--- src/rtl/fragment_arbiter.sv ---
// Merges fragment streams from several render cores into one output stream.
// Round-robin grant with per-core end-of-frame masking and a 1-entry output register.
module fragment_arbiter #(
  parameter int NUM_CORES = 4,
  parameter int DATA_W    = 32,
  localparam int IDW = ($clog2(NUM_CORES) > 1) ? $clog2(NUM_CORES) : 1
) (
  input  logic                        clk,
  input  logic                        reset,
  input  logic                        start,
  input  logic [NUM_CORES-1:0]        s_valid,
  input  logic [NUM_CORES-1:0]        s_last,
  input  logic [NUM_CORES*DATA_W-1:0] s_fragment,
  output logic [NUM_CORES-1:0]        s_ready,
  output logic                        m_valid,
  input  logic                        m_ready,
  output logic [DATA_W-1:0]           m_data,
  output logic [IDW-1:0]              m_src,
  output logic                        m_last,
  output logic                        busy,
  output logic                        done
);

  typedef enum logic [1:0] {
    IDLE,
    RUN,
    FLUSH
  } state_t;

  state_t               state;
  logic [NUM_CORES-1:0] mask;
  logic [NUM_CORES-1:0] mask_nx;
  logic [NUM_CORES-1:0] elig;
  logic [NUM_CORES-1:0] onehot;
  logic [IDW-1:0]       ptr;
  logic [IDW-1:0]       gnt;
  logic [IDW-1:0]       hi;
  logic [IDW-1:0]       lo;
  logic                 hi_found;
  logic                 lo_found;
  logic                 loadable;
  logic                 take;
  logic [DATA_W-1:0]    frag [NUM_CORES];

  for (genvar i = 0; i < NUM_CORES; i++) begin : g_frag
    assign frag[i] = s_fragment[i*DATA_W +: DATA_W];
  end

  assign elig     = s_valid & ~mask;
  assign loadable = !m_valid || m_ready;

  // lowest eligible index at/after ptr wins, else lowest overall (wrap)
  always_comb begin
    hi_found = 1'b0;
    hi       = '0;
    lo_found = 1'b0;
    lo       = '0;
    for (int i = NUM_CORES - 1; i >= 0; i--) begin
      if (elig[i]) begin
        lo_found = 1'b1;
        lo       = IDW'(i);
        if (IDW'(i) >= ptr) begin
          hi_found = 1'b1;
          hi       = IDW'(i);
        end
      end
    end
  end

  assign gnt     = hi_found ? hi : lo;
  assign take    = (state == RUN) && loadable && lo_found;
  assign onehot  = NUM_CORES'(1) << gnt;
  assign s_ready = onehot & {NUM_CORES{take}};
  assign mask_nx = mask | (onehot & {NUM_CORES{s_last[gnt]}});
  assign busy    = (state == RUN);

  always_ff @(posedge clk or posedge reset) begin
    if (reset) begin
      state   <= IDLE;
      mask    <= '0;
      ptr     <= '0;
      m_valid <= 1'b0;
      m_data  <= '0;
      m_src   <= '0;
      m_last  <= 1'b0;
      done    <= 1'b0;
    end else begin
      if (take) begin
        m_valid <= 1'b1;
        m_data  <= frag[gnt];
        m_src   <= gnt;
        m_last  <= &mask_nx;
        mask    <= mask_nx;
        ptr     <= (gnt == IDW'(NUM_CORES - 1)) ? '0 : gnt + IDW'(1);
      end else if (m_ready) begin
        m_valid <= 1'b0;
        m_last  <= 1'b0;
      end
      unique case (state)
        IDLE: begin
          if (start) begin
            state <= RUN;
            done  <= 1'b0;
            mask  <= '0;
            ptr   <= '0;
          end
        end
        RUN: begin
          if (take && (&mask_nx)) state <= FLUSH;
        end
        FLUSH: begin
          if (m_valid && m_ready && m_last) begin
            state <= IDLE;
            done  <= 1'b1;
          end
        end
        default: state <= IDLE;
      endcase
    end
  end

endmodule

--- config.mk ---
export PLATFORM = sky130hd
export DESIGN_NAME = fragment_arbiter
export DESIGN_NICKNAME = d
export VERILOG_FILES = /design/src/rtl/fragment_arbiter.sv
export SDC_FILE = /design/constraint.sdc
export NUM_CORES = 1
export LEC_CHECK = 0
export CAP_MARGIN = 20
export CORE_MARGIN = 3
export CORE_UTILIZATION = 35
export DETAILED_ROUTE_END_ITERATION = 7
export GPL_ROUTABILITY_DRIVEN = 0
export PLACE_DENSITY = 0.87
export SYNTH_ARGS = -nofsm -noshare
export SYNTH_HDL_FRONTEND = slang
export SYNTH_SLANG_ARGS = --single-unit
--- constraint.sdc ---
create_clock -name clk -period 3.9 [get_ports clk]
set_clock_uncertainty 0.2 [all_clocks]
set_input_delay 0.39 -clock clk [delete_from_list [all_inputs] [get_ports clk]]
set_output_delay 0.39 -clock clk [all_outputs]
set_load 0.1 [all_outputs]
; ---- Word-level counts from Yosys, hierarchy flattened
; Index checks and enable logic that the tools add are counted.
[op_classes]
add_sub_neg = 1
order_cmp = 6
eq_ne = 6
shift = 1
mux = 47
bitwise = 6
reduce_logical = 13
[ops]
columns = cell, n
row1 = $bmux 32 s2, 1
row2 = $mux 32, 2
row3 = $mux 2, 20
row4 = $mux 1, 18
row5 = $and 4x4->4, 3
row6 = $mux 4, 3
row7 = $pmux 2 s3, 1
row8 = $reduce_and 3->1, 2
row9 = $logic_and 1x1->1, 5
row10 = $eq 2x2->1 const B, 2
row11 = $ge 1x2->1 const A, 2
row12 = $ge 2x2->1 const A, 2
row13 = $ne 2x2->1 const B, 2
row14 = $not 4->4, 1
row15 = $or 4x4->4, 1
row16 = $reduce_and 4->1, 1
row17 = $reduce_bool 2->1, 2
row18 = $shl 1x2->4 const A, 1
row19 = $ge 3x3->1 const B, 1
row20 = $lt 2x3->1 const B, 1
row21 = $not 2->3, 1
row22 = $add 2x1->2 const B, 1
row23 = $bmux 1 s2, 1
row24 = $eq 2x1->1 const B, 1
row25 = other kinds (5), 5
[totals]
reg_bits = 45
in_bits = 140
wordCells = 88

; ---- Logic depth before layout (Yosys ltp)
[depth]
depth_word = 18
mapped_depth = 11

; ---- Worst setup path before layout
; No wires, ideal clock.
[synth_timing]
path_type = flip-flop to output port
startpoint = reg state[1]
endpoint = out s_ready[0]
t_arrival_ns = 2.525
t_required_ns = 3.310
setup_slack_ns = 0.785
stages_incl_launch_ff = 6
n_path_buf = 0
cell_sequence = dfrtp_1 nand2b_1 inv_1 o21ai_1 a21oi_1 and2_1
[synth_via]
elab_chain_len = 4
[synth_rtl]
columns = item, line_no
row1 = from (decl), 30  ; state_t state;
row2 = from (signal assigned), 79  ; state <= IDLE;
row3 = from (signal assigned), 102  ; state <= RUN;
row4 = from (signal assigned), 109  ; if (take && (&mask_nx)) state <= FLUSH;
row5 = $eq 2x1->1, --
row6 = named net busy, 20  ; output logic busy,
row7 = $logic_and 1x1->1 (2 in series), 71  ; assign take = (state == RUN) && loadable && lo_found;
row8 = $and 4x4->4, 73  ; assign s_ready = onehot & {NUM_CORES{take}};
row9 = to (decl), 14  ; output logic [NUM_CORES-1:0] s_ready,
; The timed path passes the listed nets, and every way through them passes these cells.

; ---- Final worst setup path
[layout_timing]
startpoint = in s_valid[1]
endpoint = out s_ready[1]
[layout_via]
elab_chain_len = 7
elab_cells_between_ends = 15
cone_classes = shift: 1 / mux: 11 / bitwise: 2 / reduce/logical: 1
[layout_rtl]
columns = item, line_no
row1 = from (decl), 11  ; input logic [NUM_CORES-1:0] s_valid,
row2 = $and 4x4->4 (*), 49  ; assign elig = s_valid & ~mask;
row3 = $mux 2 / $mux 1 (equally long branches), 59  ; if (elig[i]) begin
row4 = $mux 2 / $mux 1 (equally long branches), 62  ; if (IDW'(i) >= ptr) begin
row5 = $mux 2 / $mux 1 (equally long branches), 59
row6 = $mux 2, 70  ; assign gnt = hi_found ? hi : lo;
row7 = $shl 1x2->4, 72  ; assign onehot = NUM_CORES'(1) << gnt;
row8 = $and 4x4->4 (*), 73
; Every way passes the cells marked *; elsewhere a longest branch is shown, timed or not.

==> flow_summary.yaml <==
setup_path:
  crit_start: "s_valid[1]"
  cp-endpoint: "s_ready[1]"
  cp-end-kind: "output pin"
  worstPathRequired_ns: 3.31
  crit_arrival_ns: 2.78
  r2r_start: "mask[0]"
  crit_path_max_fanout: 29
  path_class: "in -> out"
  reg2reg_depth: 8
  r2r_end: "state[0]"
  start_kind: "input port"
  rrSetupSlack_ns: 1.04
yosys:
  yosysWarnings: 0
  synth.yosys.seq_area_share_pct: 38.27
  ys_ff_latch: 45
  async_reset_ff_share_pct: 100.0
  yosysTopAreaCell: "dfrtp_1"
  synth.cell_area_um2: 2943
  synth_edf_count: 0
  ys_top_cells_by_area: "dfrtp_1, nor2_1, mux2i_1, o21ai_0, nand2_1"
  synthFlopType: "dfrtp_1"
  synth_nets: 544
  synth_top_area_share_pct: 38.27
  syn_area_per_cell_um2: 7.357
  synthDistinctLibCells: 33
  syn_inst: 400
cells_and_area:
  drive_above_1_share_pct: 4.930
  finalNetCount: 711
  area_growth_pct: 69.26
  mostFrequentLayoutCell: "clkdlybuf4s50_1"
  final_area_um2: 4981
  fillers: 713
  insertedDiodeCount: 0
  final_cell_mix: "clkdlybuf4s50_1, nor2_1, nand2_1, o21ai_0, dfrtp_1"
global_routing:
  grt_pass1_vias: 3294
  antenna_found_initial: 0
  grt_start_max_net_pins: 46
  grt_use_total_pct: 19.62
  grt_overflow: 0
  grt_pass1_wl_mm: 15.50
floorplanning:
  core-area_um2: 7928
  die_h_um: 97.70
  dieArea_um2: 9544
  die_w_um: 97.70
  rows: 32
  ios: 182
  start_util_pct: 37.12
routing:
  vias: 3287
  initialDrtViolationCount: 42
  drc: 0
  dr.pass1.iters: 4
  wirelength_mm: 9.566
  postRouteAntennaNets: 0
  vias_per_cell: 4.906
  avgRoutedWirePerCell_um: 14.28
power:
  irDropWorstVdd_v: 0.0007101
  p_leak_nw: 2.173
  p_per_area_nw_per_um2: 977.1
clock_tree:
  cts_buffers: 5
  cts_max_level: 2
  cts.sinks: 45
  cts-root-buf: "clkbuf_8"
  cts_max_path_buffers: 2
  cts_resized: 0
  insertion_delay_ns: 0.29
  cts_tree: "built"
  cts.reportedPaths.clkPinSlew_ns: 0.08
  hold_buffers: 0
  post_cts_buffers: 0
timing:
  finalCritPeriodShare_pct: 86.31
  tightest_slew_ns: 1.014
  fmax_mhz: 297.1
  fin_ws_ns: 0.5340
  fin_crit_ns: 3.366
  tns_ns: 0
  finalHoldWorstSlack_ns: 0.2813
  rsz0062_at_grt: "false"
  final-max-slew-violation-count: 0
  setup_viol: 0
  maxSlewHeadroom_pct: 32.16
  hold_viol: 0
run_status:
  status: "complete, no violations"
place:
  detailed_place.area_um2: 4865
  pre_cts_slack_ns: 0.4911
  io_buffers: 181
  dpl.hpwl_mm: 7.502
min_path:
  hold_class: "reg -> reg"
run:
  cap_violations: 0
-- synth_stat cells, types with 2 or more instances --
cell      instances
nor2_1          107
nand2_1          74
o21ai_0          64
dfrtp_1          45
mux2i_1          34
clkbuf_1         13
a21oi_1          10
buf_2             7
and2_1            6
inv_1             5
ha_1              4
buf_1             3
o21ai_1           3
a31o_2            2
buf_4             2
nand2b_1          2
nand2b_4          2
o22ai_1           2
-- stage by stage --
stage / instances / power [mW] / util, %
after floorplan: 400 / 3.591 / -
after global placement: 662 / 4.456 / 61.36
after detailed placement: 662 / 4.538 / 61.36
after CTS: 670 / 4.917 / 62.83
after global routing: 670 / 5.184 / 62.83
final: 670 / 4.867 / 62.83
-- flip-flops by register name, summed over array words and instances (netlist names) --
register / count
done: 1
mask: 4
ptr: 2
m_last: 1
m_valid: 1
state: 2
m_src: 2
m_data: 32
-- critical path, stage by stage --
cell	delay, ns
clkdlybuf4s50_1	0.41
nor2b_2	0.19
nor3b_2	0.19
o32a_4	0.45
clkinv_1	0.43
ha_1	0.36
and2_1	0.17
buf_12	0.17
-- worst min path at each step --
stage            endpoint  cells after the start  slack, ns  startpoint
3_3_place_gp   m_data[11]                      2       0.26  m_data[11]
6_report        m_data[3]                      2       0.28   m_data[3]
5_1_grt          m_src[0]                      1       0.30    m_src[0]
2_1_floorplan     mask[3]                      2       0.28     mask[3]
3_5_place_dp     m_src[0]                      1       0.27    m_src[0]
4_1_cts         m_data[3]                      2       0.29   m_data[3]
-- area by class of cell --
| cell class | instances | area (µm²) | area share, % |
|---|---|---|---|
| clock buffers | 7 | 86.33 | 1.733 |
| well taps | 102 | 127.6 | 2.562 |
| clock inverters | 1 | 30.03 | 0.6029 |
| repair buffers | 186 | 1902 | 38.18 |
| multi-input cells | 323 | 1687 | 33.86 |
| flip-flops and latches | 45 | 1126 | 22.61 |
| inverters | 6 | 22.52 | 0.4521 |
-- kinds of logic after synthesis --
group	share of synthesized area [%]
buf+inv	4.889
compound gates	15.22
flops	38.27
fa+ha+maj	1.701
mux	12.03
simple gates	27.89
-- where the power goes --
| part | switching (mW) | internal [mW] |
|---|---|---|
| Combinational | 2.61 | 1.05 |
| Clock | 0.160 | 0.209 |
| Sequential | 0.138 | 0.700 |
-- routing by layer --
metal	global-route usage (%)	wire length, µm	vias up
met4	8.307	280	0
met1	21.52	3616	1495
met5	0	0	-
met3	4.953	717	24
met2	35.64	4952	124
li1	-	-	1644
(Power assumes the default switching activity.)
